===== src/rtl/stopwatch_pkg.sv =====
// stopwatch_pkg: shared state encoding, count limits and display-half widths for the stopwatch block.
// Pure definitions, no timing or flow control of its own.
package stopwatch_pkg;

    typedef enum logic [1:0] {
        IDLE  = 2'd0,
        RUN   = 2'd1,
        PAUSE = 2'd2
    } state_e;

    localparam int MAX_COUNT = 9999;
    localparam int COUNT_W   = 14;
    localparam int HALF_W    = 32;

    function automatic logic [COUNT_W-1:0] cnt_inc(input logic [COUNT_W-1:0] c);
        if (c >= COUNT_W'(MAX_COUNT)) begin
            return '0;
        end
        return c + 1'b1;
    endfunction

endpackage


===== src/rtl/btn_debounce.sv =====
// btn_debounce: 2-flop synchronizer, stability counter and one-cycle press pulse on a debounced rising edge.
// Latency: raw edge to o_press = 2 + DB_CYCLES + 1 cycles; no backpressure, pulses are fire-and-forget.
module btn_debounce #(
    parameter int DB_CYCLES = 1000000
) (
    input  logic i_clk,
    input  logic i_rstn,
    input  logic i_btn,
    output logic o_press
);

    localparam int CW = (DB_CYCLES > 1) ? $clog2(DB_CYCLES) : 1;

    logic [1:0]    r_sync;
    logic [1:0]    r_vld;
    logic [CW-1:0] r_cnt;
    logic          r_level;
    logic          r_level_d;
    logic          r_armed;
    logic          r_press;
    logic          w_sync;

    assign w_sync  = r_sync[1];
    assign o_press = r_press;

    // r_armed stays low until the button has been seen released after reset,
    // so a button held through reset never produces a press.
    always_ff @(posedge i_clk or negedge i_rstn) begin
        if (!i_rstn) begin
            r_sync    <= '0;
            r_vld     <= '0;
            r_cnt     <= '0;
            r_level   <= 1'b0;
            r_level_d <= 1'b0;
            r_armed   <= 1'b0;
            r_press   <= 1'b0;
        end else begin
            r_sync <= {r_sync[0], i_btn};
            r_vld  <= {r_vld[0], 1'b1};
            if (r_vld[1] && !w_sync) begin
                r_armed <= 1'b1;
            end
            if (w_sync == r_level) begin
                r_cnt <= '0;
            end else if (r_cnt == CW'(DB_CYCLES - 1)) begin
                r_cnt   <= '0;
                r_level <= w_sync;
            end else begin
                r_cnt <= r_cnt + 1'b1;
            end
            r_level_d <= r_level;
            r_press   <= r_level & ~r_level_d & r_armed;
        end
    end

endmodule


===== src/rtl/stopwatch_ctrl.sv =====
// stopwatch_ctrl: start/pause/clear stopwatch with centisecond count; STOPWATCH_LAP_EN adds lap capture, else lower half is the pause snapshot.
// Latency: button edge to state 2+DB_CYCLES+2 cycles, din_h one cycle behind counts; no backpressure.
module stopwatch_ctrl #(
    parameter int CLK_HZ    = 100000000,
    parameter int TICK_HZ   = 100,
    parameter int DB_CYCLES = 1000000
) (
    input  logic        clk,
    input  logic        rstn,
    input  logic        btn_start,
    input  logic        btn_lap,
    input  logic        btn_clr,
    output logic [63:0] din_h,
    output logic        running
);

    import stopwatch_pkg::*;

    localparam int DIV   = CLK_HZ / TICK_HZ;
    localparam int DIV_W = (DIV > 1) ? $clog2(DIV) : 1;
    localparam int PAD_W = HALF_W - COUNT_W;

    logic               w_start_p;
    logic               w_clr_p;
    logic               w_tick;
    logic               w_enter_run;
    logic               w_pause;
    logic [COUNT_W-1:0] w_run_cnt_nxt;
    state_e             w_state_nxt;

    state_e             r_state;
    logic [DIV_W-1:0]   r_div;
    logic [COUNT_W-1:0] r_run_cnt;
    logic [COUNT_W-1:0] r_lo_cnt;
    logic [63:0]        r_din;

    btn_debounce #(.DB_CYCLES(DB_CYCLES)) u_db_start (
        .i_clk   (clk),
        .i_rstn  (rstn),
        .i_btn   (btn_start),
        .o_press (w_start_p)
    );

    btn_debounce #(.DB_CYCLES(DB_CYCLES)) u_db_clr (
        .i_clk   (clk),
        .i_rstn  (rstn),
        .i_btn   (btn_clr),
        .o_press (w_clr_p)
    );

`ifdef STOPWATCH_LAP_EN
    logic w_lap_p;

    btn_debounce #(.DB_CYCLES(DB_CYCLES)) u_db_lap (
        .i_clk   (clk),
        .i_rstn  (rstn),
        .i_btn   (btn_lap),
        .o_press (w_lap_p)
    );
`else
    logic w_unused_lap;
    assign w_unused_lap = btn_lap;
`endif

    assign w_tick      = (r_state == RUN) && (r_div == DIV_W'(DIV - 1));
    assign w_enter_run = w_start_p && !w_clr_p && (r_state != RUN);
    assign w_pause     = w_start_p && !w_clr_p && (r_state == RUN);

    // A tick coinciding with the pause still lands in the frozen count.
    assign w_run_cnt_nxt = w_clr_p ? '0 : (w_tick ? cnt_inc(r_run_cnt) : r_run_cnt);

    always_comb begin
        w_state_nxt = r_state;
        if (w_clr_p) begin
            w_state_nxt = IDLE;
        end else if (w_enter_run) begin
            w_state_nxt = RUN;
        end else if (w_pause) begin
            w_state_nxt = PAUSE;
        end
    end

    always_ff @(posedge clk or negedge rstn) begin
        if (!rstn) begin
            r_state   <= IDLE;
            r_div     <= '0;
            r_run_cnt <= '0;
            r_lo_cnt  <= '0;
            r_din     <= '0;
        end else begin
            r_state   <= w_state_nxt;
            r_run_cnt <= w_run_cnt_nxt;
            if (w_clr_p || w_enter_run) begin
                r_div <= '0;
            end else if (r_state == RUN) begin
                r_div <= w_tick ? '0 : r_div + 1'b1;
            end
            if (w_clr_p) begin
                r_lo_cnt <= '0;
`ifdef STOPWATCH_LAP_EN
            end else if (w_lap_p && (r_state != IDLE)) begin
                r_lo_cnt <= r_run_cnt;
`else
            end else if (w_pause) begin
                r_lo_cnt <= w_run_cnt_nxt;
`endif
            end
            r_din <= {{PAD_W{1'b0}}, r_run_cnt, {PAD_W{1'b0}}, r_lo_cnt};
        end
    end

    assign din_h   = r_din;
    assign running = (r_state == RUN);

endmodule


===== config.mk =====
export PLATFORM = sky130hd
export DESIGN_NAME = stopwatch_ctrl
export DESIGN_NICKNAME = d
export VERILOG_FILES = /design/src/rtl/stopwatch_pkg.sv /design/src/rtl/btn_debounce.sv /design/src/rtl/stopwatch_ctrl.sv
export SDC_FILE = /design/constraint.sdc
export NUM_CORES = 1
export LEC_CHECK = 0
export CAP_MARGIN = 20
export CORE_MARGIN = 4
export CORE_UTILIZATION = 30
export CTS_BUF_LIST = sky130_fd_sc_hd__clkbuf_16
export CTS_CLUSTER_SIZE = 12
export DETAILED_ROUTE_END_ITERATION = 7
export PLACE_DENSITY = 0.52
export RECOVER_POWER = 25
export REMOVE_ABC_BUFFERS = 1
export SYNTH_ARGS = -nofsm -noshare
export SYNTH_HDL_FRONTEND = slang
export SYNTH_SLANG_ARGS = --single-unit

===== constraint.sdc =====
create_clock -name clk -period 3.2 [get_ports clk]
set_input_delay 0.64 -clock clk [delete_from_list [all_inputs] [get_ports clk]]
set_output_delay 0.64 -clock clk [all_outputs]
set_load 0.01 [all_outputs]

==> run_summary.xml, run 1 <==
<?xml version="1.0" encoding="UTF-8"?>
<metrics>
  <group name="power">
    <metric name="power.share.combinational" unit="%">2.2</metric>
    <metric name="power_per_cell_area" unit="nW/um^2">516</metric>
    <metric name="total_switching_power" unit="uW">790</metric>
    <metric name="power_report.internal_total" unit="mW">2.75</metric>
    <metric name="pwr-share-seq" unit="%">47.7</metric>
    <metric name="power.static_leakage" unit="nW">3.02</metric>
    <metric name="total_design_power" unit="mW">3.54</metric>
    <metric name="clkPwrFrac" unit="%">50.1</metric>
    <metric name="peakVddDrop" unit="mV">0.279</metric>
    <metric name="p_sw_share" unit="%">22.3</metric>
  </group>
  <group name="worst_setup_path">
    <metric name="path_max_fanout" unit="">15</metric>
    <metric name="setup.worst_path.end_class" unit="">flip-flop</metric>
    <metric name="crit_required" unit="ns">3.46</metric>
    <metric name="setup.worst_path.class" unit="">reg2reg</metric>
    <metric name="startpoint_type" unit="">flip-flop</metric>
    <metric name="crit_buf_inv" unit="">0</metric>
    <metric name="crit_slowest_cell" unit="">sky130_fd_sc_hd__nand3_1</metric>
    <metric name="critical_path_cell_by_cell" unit="">ha_1 -&gt; nor4bb_1 -&gt; nand3_1 -&gt; or2_4 -&gt; nand3_1 -&gt; nor2_1</metric>
    <metric name="timing.critical_path.mode_cell" unit="">sky130_fd_sc_hd__nand3_1</metric>
    <metric name="path_delay_family" unit="">simple AND/OR/NAND/NOR gates</metric>
    <metric name="delay_of_the_slowest_critical_path_stage" unit="ns">0.49</metric>
    <metric name="critPathArrivalTime" unit="ns">2.88</metric>
  </group>
  <group name="sta">
    <metric name="rsz0062_at_grt" unit="">no</metric>
    <metric name="report.final.setup_viol" unit="">0</metric>
    <metric name="maxClockFrequency" unit="GHz">0.381</metric>
    <metric name="clock-skew-final" unit="ns">0.0130</metric>
    <metric name="timing.final.crit_share" unit="%">81.9</metric>
    <metric name="final_hold_viols" unit="">0</metric>
    <metric name="final_max_slew_viol_count" unit="">0</metric>
    <metric name="layout_min_cycle_time" unit="ns">2.62</metric>
    <metric name="maxSlewHeadroom" unit="%">18.4</metric>
    <metric name="timing_worst_slew_pin_value" unit="ns">1.22</metric>
    <metric name="final.hold.worst_slack" unit="ns">0.347</metric>
    <metric name="finalSetupTns" unit="ns">0</metric>
  </group>
  <group name="route">
    <metric name="routed_wire_length_per_instance" unit="um">13.0</metric>
    <metric name="detail_route.drc_violations" unit="">0</metric>
    <metric name="ant_nets" unit="">0</metric>
    <metric name="detailedRoute.firstPassIterationCount" unit="">4</metric>
    <metric name="drt-initial-drc-count" unit="">264</metric>
    <metric name="drt-total-wl" unit="um">11300</metric>
    <metric name="route.vias.total" unit="">3935</metric>
    <metric name="avgViaCountPerCell" unit="">4.54</metric>
  </group>
  <group name="placement">
    <metric name="placed_cell_area" unit="um^2">6330</metric>
    <metric name="dp_hpwl" unit="um">7690</metric>
    <metric name="port_buffers" unit="">32</metric>
    <metric name="globalplace.congestion" unit="">0.791</metric>
  </group>
  <group name="synthesis">
    <metric name="yosys_warnings" unit="">0</metric>
    <metric name="yosys.cell_types.count" unit="">49</metric>
    <metric name="synth_async_sr_flop_share" unit="%">100</metric>
    <metric name="synth-main-ff-cell" unit="">sky130_fd_sc_hd__dfrtp_1</metric>
    <metric name="count_of_flip_flops_with_a_built_in_enable_after_synthesis" unit="">0</metric>
    <metric name="syn_area" unit="um^2">5830</metric>
    <metric name="postSynthRegisterBits" unit="">132</metric>
    <metric name="synthesis.area_per_instance" unit="um^2">10.5</metric>
    <metric name="synth.yosys.seq_area_share" unit="%">56.7</metric>
    <metric name="synthCells" unit="">555</metric>
  </group>
  <group name="finish">
    <metric name="nNetsFinal" unit="">604</metric>
    <metric name="post_route_cells_drive_above_1_share" unit="%">6.75</metric>
    <metric name="area_growth" unit="%">17.7</metric>
    <metric name="multi_input_combinational_cell_area" unit="um^2">2280</metric>
    <metric name="fill_cells" unit="">1899</metric>
    <metric name="final_cell_area" unit="um^2">6860</metric>
    <metric name="area.sequential" unit="um^2">3300</metric>
    <metric name="fin_util" unit="%">36.3</metric>
    <metric name="diodes" unit="">0</metric>
  </group>
  <group name="grt">
    <metric name="grt_util_met3" unit="%">2.64</metric>
    <metric name="grt_use_met2" unit="%">17.4</metric>
    <metric name="grt_use_total" unit="%">11.0</metric>
    <metric name="grt_ovf" unit="">0</metric>
    <metric name="globalRoute.busiestLayer" unit="">met2</metric>
    <metric name="largest_net_degree_at_the_start_of_global_routing" unit="">55</metric>
    <metric name="grt_pass1_wl" unit="um">19800</metric>
    <metric name="grt.met1_usage" unit="%">14.9</metric>
    <metric name="grt_antenna_before_repair" unit="">0</metric>
    <metric name="first_global_vias" unit="">4045</metric>
  </group>
  <group name="floorplanning">
    <metric name="total_die_area" unit="um^2">21700</metric>
    <metric name="floorplan.core_area" unit="um^2">18900</metric>
    <metric name="placementRows" unit="">50</metric>
    <metric name="initial_core_util" unit="%">30.9</metric>
    <metric name="num_io_pins" unit="">70</metric>
    <metric name="die-width" unit="um">147</metric>
    <metric name="die-height" unit="um">147</metric>
  </group>
  <group name="cts">
    <metric name="htreeDepth" unit="">4</metric>
    <metric name="cts_made_buffers" unit="">17</metric>
    <metric name="post_cts.resized_instances" unit="">0</metric>
    <metric name="postCtsSetupRepairBufs" unit="">0</metric>
    <metric name="cts-root-buf" unit="">sky130_fd_sc_hd__clkbuf_16</metric>
    <metric name="cts_tree" unit="">done</metric>
    <metric name="clk_latency" unit="ns">0.41</metric>
    <metric name="holdBufCountCts" unit="">0</metric>
    <metric name="clock_path_buffers" unit="">2</metric>
    <metric name="clkSlewWorstSetupHoldPaths" unit="ns">0.06</metric>
    <metric name="cts.sinks" unit="">132</metric>
  </group>
  <group name="hold_path">
    <metric name="worstHoldPathType" unit="">reg2reg</metric>
  </group>
  <group name="run_status">
    <metric name="result_of_the_run" unit="">finished, final reports clean</metric>
  </group>
  <group name="job">
    <metric name="maxCapViolCount" unit="">0</metric>
  </group>
</metrics>
==> cell families (layout without fill, tap and decap cells) <==
kind of cell               after synthesis  in the layout  synth area share (%)
muxes                                    4              4                 0.751
xor gates and xnor gates                56             56                  8.41
DFF                                    132            132                  56.7
adders and majority gates                4              4                 0.858
other                                    2             37                 0.129
buffers and inverters                   63             80                  6.42
AOI/OAI and AO/OA                       68             68                  7.19
and+or+nand+nor                        226            226                  19.6
==> stage by stage <==
step | std cells | worst slack, ns
after floorplan | 539 | 0.912
after global placement | 836 | 0.588
after detailed placement | 836 | 0.577
after CTS | 867 | 0.566
after global routing | 867 | 0.322
final | 867 | 0.579
==> final timing paths <==
kind	startpoint	to	slack, ns	cells after the start
hold reg to reg	u_db_clr.r_vld[0]	u_db_clr.r_vld[1]	0.35	0
hold / removal	u_db_clr.r_vld[0]	u_db_clr.r_vld[1]	0.35	0
setup / recovery	r_div[0]	r_div[14]	0.58	6
setup reg to reg	r_div[0]	r_div[14]	0.58	6
max in group asynchronous	rstn	r_div[4]	1.70	2
min in group asynchronous	rstn	din_h[10]	0.48	1
==> state kept, by name, summed over array words and instances, names as in the netlist <==
name,count
u_db_clr.o_press,1
din_h,28
u_db_start.r_cnt,20
u_db_start.r_level_d,1
r_run_cnt,14
r_div,20
u_db_clr.r_level,1
r_state,2
r_lo_cnt,14
u_db_start.r_level,1
u_db_start.r_sync,2
u_db_start.r_armed,1
u_db_clr.r_vld,2
u_db_clr.r_level_d,1
u_db_clr.r_sync,2
u_db_clr.r_armed,1
u_db_clr.r_cnt,20
u_db_start.o_press,1
==> power groups by stage <==
stage / sequential [mW] / combinational (mW) / clock, mW
global route: 1.69 / 0.0946 / 1.90
floorplan: 1.72 / 0.0365 / 0
CTS: 1.69 / 0.0827 / 1.82
detailed placement: 1.72 / 0.0825 / 0
finish: 1.69 / 0.0794 / 1.77
global placement: 1.72 / 0.0813 / 0
==> per-layer routing <==
layer / vias to the layer above / share of wire [%]
met1: 1907 / 48
met3: 15 / 4.2
met2: 89 / 46
met4: 0 / 1.4
met5: - / 0
li1: 1924 / -
==> final cells by class <==
class	count	area share (%)
inverters	12	0.656
clock inverters	14	1.64
well taps	260	4.74
repair buffers	37	5.32
flip-flops and latches	132	48.1
clock buffers	17	6.20
multi-input cells	395	33.3
==> cells in the mapped netlist (12+ instances only) <==
master	instances	area, um^2
sky130_fd_sc_hd__nand4_1	18	113
sky130_fd_sc_hd__clkbuf_1	13	48.8
sky130_fd_sc_hd__nand3_1	19	95.1
sky130_fd_sc_hd__nand2_1	36	135
sky130_fd_sc_hd__a21oi_1	12	60.1
sky130_fd_sc_hd__buf_4	36	270
sky130_fd_sc_hd__inv_1	12	45.0
sky130_fd_sc_hd__xnor2_1	35	307
sky130_fd_sc_hd__dfrtp_1	132	3300
sky130_fd_sc_hd__o21ai_0	16	80.1
sky130_fd_sc_hd__nor2_1	81	304
sky130_fd_sc_hd__a31oi_1	14	87.6
sky130_fd_sc_hd__xor2_1	21	184
sky130_fd_sc_hd__nor3_1	13	65.1
==> placed cells by master (no fill, tap or decap), types with 4 or more instances in the layout <==
master	synthesis	final
sky130_fd_sc_hd__a21oi_1	12	12
sky130_fd_sc_hd__a31oi_1	14	14
sky130_fd_sc_hd__and2_1	5	5
sky130_fd_sc_hd__and3_1	10	10
sky130_fd_sc_hd__and4_1	7	7
sky130_fd_sc_hd__buf_4	36	4
sky130_fd_sc_hd__clkbuf_16	0	17
sky130_fd_sc_hd__clkdlybuf4s50_1	0	29
sky130_fd_sc_hd__clkinv_2	0	5
sky130_fd_sc_hd__conb_1	2	37
sky130_fd_sc_hd__dfrtp_1	132	132
sky130_fd_sc_hd__ha_1	4	4
sky130_fd_sc_hd__inv_1	12	12
sky130_fd_sc_hd__nand2_1	36	36
sky130_fd_sc_hd__nand2b_1	4	4
sky130_fd_sc_hd__nand3_1	19	19
sky130_fd_sc_hd__nand4_1	18	18
sky130_fd_sc_hd__nand4b_1	4	4
sky130_fd_sc_hd__nor2_1	81	81
sky130_fd_sc_hd__nor3_1	13	13
sky130_fd_sc_hd__nor3b_1	4	4
sky130_fd_sc_hd__nor4_1	10	10
sky130_fd_sc_hd__o21ai_0	16	16
sky130_fd_sc_hd__o21ai_1	8	8
sky130_fd_sc_hd__xnor2_1	35	35
sky130_fd_sc_hd__xor2_1	21	21
Power figures use the tool's default switching activity.
==> inputs of run 2 (changes only) <==
Settings changed: PLACE_DENSITY 0.52 to 0.54.
Clock period 3.2 ns to 2.15 ns, I/O delays scaled along.
==> run 2 against run 1 <==
Compared with the run above: worst setup slack worse by 0.59 ns; the run now ends with negative setup slack left; wire length up 5.4%; maximum frequency grew 21%; largest power group unchanged; core utilization up 2.1 points.
==> run_summary.xml, run 2 (synthesized netlist as in run 1, its figures left out) <==
<?xml version="1.0" encoding="UTF-8"?>
<metrics>
  <group name="run_status">
    <metric name="result_of_the_run" unit="">complete, but fails checks</metric>
    <metric name="failed_checks" unit="">negative setup slack</metric>
  </group>
  <group name="grt">
    <metric name="largest_net_degree_at_the_start_of_global_routing" unit="">57</metric>
    <metric name="grt_use_total" unit="%">11.5</metric>
    <metric name="first_global_vias" unit="">4204</metric>
    <metric name="grt_ovf" unit="">0</metric>
    <metric name="grt_antenna_before_repair" unit="">0</metric>
    <metric name="grt_pass1_wl" unit="um">20300</metric>
  </group>
  <group name="power">
    <metric name="total_switching_power" unit="mW">1.19</metric>
    <metric name="peakVddDrop" unit="mV">0.564</metric>
    <metric name="clkPwrFrac" unit="%">51.1</metric>
    <metric name="pwr-share-seq" unit="%">46.5</metric>
    <metric name="power_report.internal_total" unit="mW">4.21</metric>
    <metric name="power.static_leakage" unit="nW">3.20</metric>
    <metric name="power.share.combinational" unit="%">2.3</metric>
    <metric name="power_per_cell_area" unit="nW/um^2">745</metric>
    <metric name="total_design_power" unit="mW">5.40</metric>
    <metric name="p_sw_share" unit="%">22.0</metric>
  </group>
  <group name="worst_setup_path">
    <metric name="setup.worst_path.class" unit="">reg2reg</metric>
    <metric name="crit_slowest_cell" unit="">sky130_fd_sc_hd__or4b_4</metric>
    <metric name="r2r-start" unit="">r_div[15]</metric>
    <metric name="critical_path_cell_by_cell" unit="">or4b_4 -&gt; or3_4 -&gt; or2_4 -&gt; or4_4 -&gt; a31oi_1</metric>
    <metric name="setup.worst_path.end_class" unit="">flip-flop</metric>
    <metric name="crit_required" unit="ns">2.49</metric>
    <metric name="timing.reg2reg.setup_slack" unit="ns">-0.02</metric>
    <metric name="rr_worst_depth" unit="">5</metric>
    <metric name="critPathArrivalTime" unit="ns">2.51</metric>
    <metric name="startpoint_type" unit="">flip-flop</metric>
    <metric name="delay_of_the_slowest_critical_path_stage" unit="ns">0.55</metric>
    <metric name="timing.critical_path.to" unit="">r_lo_cnt[12]</metric>
    <metric name="end_of_the_worst_register_to_register_path" unit="">r_lo_cnt[12]</metric>
    <metric name="crit_path_start" unit="">r_div[15]</metric>
    <metric name="path_max_fanout" unit="">3</metric>
  </group>
  <group name="cts">
    <metric name="cts-root-buf" unit="">sky130_fd_sc_hd__clkbuf_16</metric>
    <metric name="cts_tree" unit="">done</metric>
    <metric name="clkSlewWorstSetupHoldPaths" unit="ns">0.06</metric>
    <metric name="cts_made_buffers" unit="">17</metric>
    <metric name="cts.sinks" unit="">132</metric>
    <metric name="postCtsSetupRepairBufs" unit="">0</metric>
    <metric name="clk_latency" unit="ns">0.42</metric>
    <metric name="htreeDepth" unit="">4</metric>
    <metric name="clock_path_buffers" unit="">2</metric>
  </group>
  <group name="placement">
    <metric name="dp_hpwl" unit="um">8320</metric>
    <metric name="port_buffers" unit="">32</metric>
    <metric name="placed_cell_area" unit="um^2">6590</metric>
    <metric name="placement.setup.worst_slack" unit="ns">-0.0641</metric>
    <metric name="globalplace.congestion" unit="">0.799</metric>
  </group>
  <group name="sta">
    <metric name="final_hold_viols" unit="">0</metric>
    <metric name="clock-skew-final" unit="ns">0.00821</metric>
    <metric name="layout_min_cycle_time" unit="ns">2.17</metric>
    <metric name="timing_worst_slew_pin_value" unit="ns">1.32</metric>
    <metric name="fin_ws" unit="ns">-0.0155</metric>
    <metric name="rsz0062_at_grt" unit="">yes</metric>
    <metric name="final.hold.worst_slack" unit="ns">0.344</metric>
    <metric name="final_max_slew_viol_count" unit="">0</metric>
    <metric name="maxSlewHeadroom" unit="%">11.7</metric>
    <metric name="report.final.setup_viol" unit="">1</metric>
    <metric name="finalSetupTns" unit="ns">-0.0155</metric>
    <metric name="maxClockFrequency" unit="GHz">0.462</metric>
    <metric name="timing.final.crit_share" unit="%">101</metric>
  </group>
  <group name="route">
    <metric name="detailedRoute.firstPassIterationCount" unit="">4</metric>
    <metric name="drt-initial-drc-count" unit="">213</metric>
    <metric name="ant_nets" unit="">0</metric>
    <metric name="route.vias.total" unit="">4124</metric>
    <metric name="avgViaCountPerCell" unit="">4.58</metric>
    <metric name="detail_route.drc_violations" unit="">0</metric>
    <metric name="drt-total-wl" unit="um">11900</metric>
    <metric name="routed_wire_length_per_instance" unit="um">13.2</metric>
  </group>
  <group name="finish">
    <metric name="post_route_cells_drive_above_1_share" unit="%">12.8</metric>
    <metric name="area_growth" unit="%">24.4</metric>
    <metric name="final_cell_area" unit="um^2">7250</metric>
    <metric name="nNetsFinal" unit="">637</metric>
    <metric name="largest_register_ffs" unit="">28</metric>
    <metric name="layout_common_cells" unit="">sky130_fd_sc_hd__dfrtp_1 (132), sky130_fd_sc_hd__nor2_1 (81), sky130_fd_sc_hd__conb_1 (37)</metric>
    <metric name="mostFrequentLayoutCell" unit="">sky130_fd_sc_hd__dfrtp_1</metric>
    <metric name="diodes" unit="">0</metric>
  </group>
  <group name="floorplanning">
    <metric name="placementRows" unit="">50</metric>
    <metric name="total_die_area" unit="um^2">21700</metric>
    <metric name="die-width" unit="um">147</metric>
    <metric name="floorplan.core_area" unit="um^2">18900</metric>
    <metric name="num_io_pins" unit="">70</metric>
    <metric name="die-height" unit="um">147</metric>
    <metric name="initial_core_util" unit="%">30.9</metric>
  </group>
  <group name="hold_path">
    <metric name="worstHoldPathType" unit="">reg2reg</metric>
  </group>
  <group name="job">
    <metric name="maxCapViolCount" unit="">0</metric>
  </group>
</metrics>
## run 2: cell types whose count changed in the layout (fill, tap and decap cells not counted), moves of 2 or more
cell                       before  now
sky130_fd_sc_hd__buf_12         1    3
sky130_fd_sc_hd__nor4_2         0    4
sky130_fd_sc_hd__clkinv_2       5    2
sky130_fd_sc_hd__clkbuf_1       0    7
sky130_fd_sc_hd__o21ai_0       16   12
sky130_fd_sc_hd__buf_4          4   27
sky130_fd_sc_hd__nor4_1        10    5
sky130_fd_sc_hd__o21ai_2        0    3
## run 2: power groups by stage
| stage | registers, mW | logic, mW | clock network (mW) |
|---|---|---|---|
| 2_1_floorplan | 2.55 | 0.0544 | 0 |
| 5_1_grt | 2.51 | 0.150 | 2.94 |
| 3_3_place_gp | 2.56 | 0.126 | 0 |
| 6_report | 2.51 | 0.127 | 2.76 |
| 3_5_place_dp | 2.56 | 0.129 | 0 |
| 4_1_cts | 2.51 | 0.131 | 2.83 |
## run 2: layout make-up
cell class | count | area [um^2]
timing repair buffer | 70 | 619
sequential | 132 | 3300
fill | 1884 | 11600
multi-input combinational | 395 | 2390
clock inverter | 14 | 139
inverter | 12 | 45.0
clock buffer | 17 | 425
tap | 260 | 325
## run 2: critical path: cells and delay by family, from the launching register on
family	cells	cell delay, ns
and+or+nand+nor	4	1.58
DFF	1	0.38
AOI/OAI and AO/OA	1	0.14
## run 2: metrics by stage
step	instances	util, %
2_1_floorplan	539	-
3_3_place_gp	868	34.9
3_5_place_dp	868	34.9
4_1_cts	900	38.1
5_1_grt	900	38.4
6_report	900	38.4
## run 2: worst min path at each step
stage	from	end	slack [ns]	depth (start not counted)
after detailed placement	u_db_clr.r_vld[0]	u_db_clr.r_vld[1]	0.33	0
after global routing	u_db_clr.r_vld[0]	u_db_clr.r_vld[1]	0.35	0
after global placement	u_db_clr.r_vld[0]	u_db_clr.r_vld[1]	0.33	0
after floorplan	rstn	din_h[0]	0.13	0
after CTS	u_db_clr.r_vld[0]	u_db_clr.r_vld[1]	0.35	0
final	u_db_clr.r_vld[0]	u_db_clr.r_vld[1]	0.34	0
## run 2: layer usage
| layer | share of wire [%] | vias up | track usage (%) |
|---|---|---|---|
| met5 | 0 | - | 0 |
| li1 | - | 1995 | - |
| met1 | 47 | 2036 | 14.8 |
| met3 | 4.4 | 13 | 3.56 |
| met2 | 48 | 80 | 18.2 |
| met4 | 1.3 | 0 | 4.24 |
## run 2: repair_timing
action	CTS	global route
pin swaps	1	2
setup endpoints to repair	7	59
hold endpoints to repair	21	0
hold buffers	1	0
resized for setup	9	18
==> inputs of run 3 (changes only) <==
Settings changed: DONT_BUFFER_PORTS set to 1, PLACE_DENSITY 0.54 to 0.49.
==> run 3 against run 2 <==
Compared with the run above: the flow finishes with violations (negative hold slack, negative setup slack); non-clock buffer count down 31; worst setup slack worse by 0.041 ns; via count down 3.3%; largest cell class unchanged; largest power group unchanged.
==> run_summary.xml, run 3 (synthesized netlist as in run 1, its figures left out) <==
<?xml version="1.0" encoding="UTF-8"?>
<metrics>
  <group name="worst_setup_path">
    <metric name="setup.worst_path.end_class" unit="">flip-flop</metric>
    <metric name="setup.worst_path.class" unit="">reg2reg</metric>
    <metric name="crit_buf_inv" unit="">0</metric>
    <metric name="path_max_fanout" unit="">5</metric>
    <metric name="crit_required" unit="ns">2.48</metric>
    <metric name="critical_path_cell_by_cell" unit="">or4b_4 -&gt; or3_4 -&gt; or2_4 -&gt; or4_4 -&gt; a31oi_1</metric>
    <metric name="path_delay_family" unit="">simple AND/OR/NAND/NOR gates</metric>
    <metric name="startpoint_type" unit="">flip-flop</metric>
    <metric name="delay_of_the_slowest_critical_path_stage" unit="ns">0.54</metric>
    <metric name="critPathArrivalTime" unit="ns">2.54</metric>
    <metric name="crit_slowest_cell" unit="">sky130_fd_sc_hd__or4b_4</metric>
  </group>
  <group name="sta">
    <metric name="rsz0062_at_grt" unit="">yes</metric>
    <metric name="report.final.setup_viol" unit="">5</metric>
    <metric name="final_max_slew_viol_count" unit="">0</metric>
    <metric name="maxSlewHeadroom" unit="%">63.6</metric>
    <metric name="timing.final.crit_share" unit="%">103</metric>
    <metric name="clock-skew-final" unit="ns">0.00783</metric>
    <metric name="fin_ws" unit="ns">-0.0566</metric>
    <metric name="layout_min_cycle_time" unit="ns">2.21</metric>
    <metric name="timing_worst_slew_pin_value" unit="ns">0.542</metric>
    <metric name="maxClockFrequency" unit="GHz">0.453</metric>
    <metric name="final_hold_viols" unit="">132</metric>
    <metric name="final.hold.worst_slack" unit="ns">-0.292</metric>
  </group>
  <group name="finish">
    <metric name="fin_util" unit="%">36.9</metric>
    <metric name="mostFrequentLayoutCell" unit="">sky130_fd_sc_hd__dfrtp_1</metric>
    <metric name="layout_common_cells" unit="">sky130_fd_sc_hd__dfrtp_1 (132), sky130_fd_sc_hd__nor2_1 (81), sky130_fd_sc_hd__conb_1 (37), sky130_fd_sc_hd__buf_4 (37), sky130_fd_sc_hd__nand2_1 (36)</metric>
    <metric name="diodes" unit="">0</metric>
    <metric name="nNetsFinal" unit="">606</metric>
    <metric name="area_growth" unit="%">19.6</metric>
    <metric name="largest_register_ffs" unit="">28</metric>
    <metric name="post_route_cells_drive_above_1_share" unit="%">13.9</metric>
  </group>
  <group name="cts">
    <metric name="cts_tree" unit="">done</metric>
    <metric name="cts.sinks" unit="">132</metric>
    <metric name="clk_latency" unit="ns">0.42</metric>
    <metric name="cts_made_buffers" unit="">17</metric>
    <metric name="clock_path_buffers" unit="">2</metric>
    <metric name="clkSlewWorstSetupHoldPaths" unit="ns">0.06</metric>
    <metric name="htreeDepth" unit="">4</metric>
    <metric name="cts-root-buf" unit="">sky130_fd_sc_hd__clkbuf_16</metric>
  </group>
  <group name="power">
    <metric name="power.static_leakage" unit="nW">3.14</metric>
    <metric name="clkPwrFrac" unit="%">54.7</metric>
    <metric name="power_per_cell_area" unit="nW/um^2">816</metric>
    <metric name="total_switching_power" unit="mW">1.13</metric>
    <metric name="peakVddDrop" unit="mV">0.488</metric>
    <metric name="power_report.internal_total" unit="mW">4.56</metric>
    <metric name="power.share.combinational" unit="%">1.2</metric>
    <metric name="p_sw_share" unit="%">19.9</metric>
    <metric name="pwr-share-seq" unit="%">44.2</metric>
  </group>
  <group name="hold_path">
    <metric name="worstHoldPathType" unit="">in2async</metric>
  </group>
  <group name="route">
    <metric name="drt-initial-drc-count" unit="">188</metric>
    <metric name="route.vias.total" unit="">3986</metric>
    <metric name="detail_route.drc_violations" unit="">0</metric>
    <metric name="ant_nets" unit="">0</metric>
    <metric name="drt-total-wl" unit="um">11500</metric>
    <metric name="avgViaCountPerCell" unit="">4.58</metric>
    <metric name="routed_wire_length_per_instance" unit="um">13.3</metric>
    <metric name="detailedRoute.firstPassIterationCount" unit="">6</metric>
  </group>
  <group name="placement">
    <metric name="placement.setup.worst_slack" unit="ns">-0.0543</metric>
    <metric name="globalplace.congestion" unit="">0.795</metric>
    <metric name="port_buffers" unit="">0</metric>
    <metric name="dp_hpwl" unit="um">7730</metric>
  </group>
  <group name="grt">
    <metric name="grt_use_total" unit="%">11.0</metric>
    <metric name="grt_pass1_wl" unit="um">19500</metric>
    <metric name="first_global_vias" unit="">3980</metric>
    <metric name="grt_antenna_before_repair" unit="">0</metric>
    <metric name="largest_net_degree_at_the_start_of_global_routing" unit="">133</metric>
    <metric name="grt_ovf" unit="">0</metric>
  </group>
  <group name="floorplanning">
    <metric name="num_io_pins" unit="">70</metric>
    <metric name="floorplan.core_area" unit="um^2">18900</metric>
    <metric name="total_die_area" unit="um^2">21700</metric>
    <metric name="initial_core_util" unit="%">30.9</metric>
    <metric name="die-width" unit="um">147</metric>
    <metric name="placementRows" unit="">50</metric>
    <metric name="die-height" unit="um">147</metric>
  </group>
  <group name="run_status">
    <metric name="failed_checks" unit="">negative hold slack, negative setup slack</metric>
    <metric name="result_of_the_run" unit="">complete, but fails checks</metric>
  </group>
  <group name="job">
    <metric name="maxCapViolCount" unit="">0</metric>
  </group>
</metrics>
run 3: routing by layer:
| metal | track usage (%) | vias up | part of all wire (%) |
|---|---|---|---|
| met4 | 4.24 | 0 | 1.6 |
| met2 | 16.5 | 92 | 45 |
| li1 | - | 1928 | - |
| met1 | 14.9 | 1950 | 49 |
| met5 | 0 | - | 0 |
| met3 | 3.31 | 16 | 4.8 |
run 3: path summary, 6_finish.rpt:
kind | startpoint | end | slack (ns) | cells past startpoint
max | r_div[15] | r_lo_cnt[12] | -0.06 | 5
min | rstn | din_h[8] | -0.29 | 0
max reg2reg | r_div[15] | r_lo_cnt[12] | -0.06 | 5
min reg2reg | u_db_clr.r_vld[0] | u_db_clr.r_vld[1] | 0.35 | 0
max in group asynchronous | rstn | u_db_start.r_cnt[9] | 2.28 | 0
min in group clk | btn_clr | u_db_clr.r_sync[0] | 0.04 | 0
run 3: metrics by stage:
| stage | area (um^2) | setup TNS [ns] | total power, mW | std cells |
|---|---|---|---|---|
| final | 6980 | -0.224 | 5.69 | 870 |
| after detailed placement | 6260 | -0.261 | 2.62 | 837 |
| after global routing | 6980 | -0.843 | 5.90 | 870 |
| after CTS | 6910 | -0.297 | 5.77 | 869 |
| after global placement | 6260 | -0.0612 | 2.62 | 837 |
| after floorplan | 5630 | -0.713 | 2.61 | 539 |
run 3: cell type report:
cell class	count	area [um^2]
clock inverter	15	211
clock buffer	17	425
sequential	132	3300
fill	1871	11900
multi-input combinational	395	2360
timing repair buffer	39	309
tap	260	325
inverter	12	45.0
run 3: power groups by stage:
| stage | combinational [mW] | sequential (mW) | clock, mW |
|---|---|---|---|
| final | 0.0659 | 2.51 | 3.11 |
| after global routing | 0.0757 | 2.51 | 3.31 |
| after CTS | 0.0646 | 2.51 | 3.19 |
| after detailed placement | 0.0643 | 2.56 | 0 |
| after global placement | 0.0636 | 2.56 | 0 |
| after floorplan | 0.0544 | 2.55 | 0 |
run 3: timing repair:
action | in CTS | in global routing
pin swaps | 0 | 9
endpoints found under the hold margin | 132 | 132
endpoints found under the setup margin | 6 | 28
gates resized for setup | 6 | 11
buffers inserted | 0 | 1
gates cloned | 0 | 0
run 3: worst register-to-register path, stage by stage, from the launching register on:
cell and delay, ns:
sky130_fd_sc_hd__dfrtp_1 0.39, sky130_fd_sc_hd__or4b_4 0.54, sky130_fd_sc_hd__or3_4 0.34, sky130_fd_sc_hd__or2_4 0.29
sky130_fd_sc_hd__or4_4 0.43, sky130_fd_sc_hd__a31oi_1 0.14
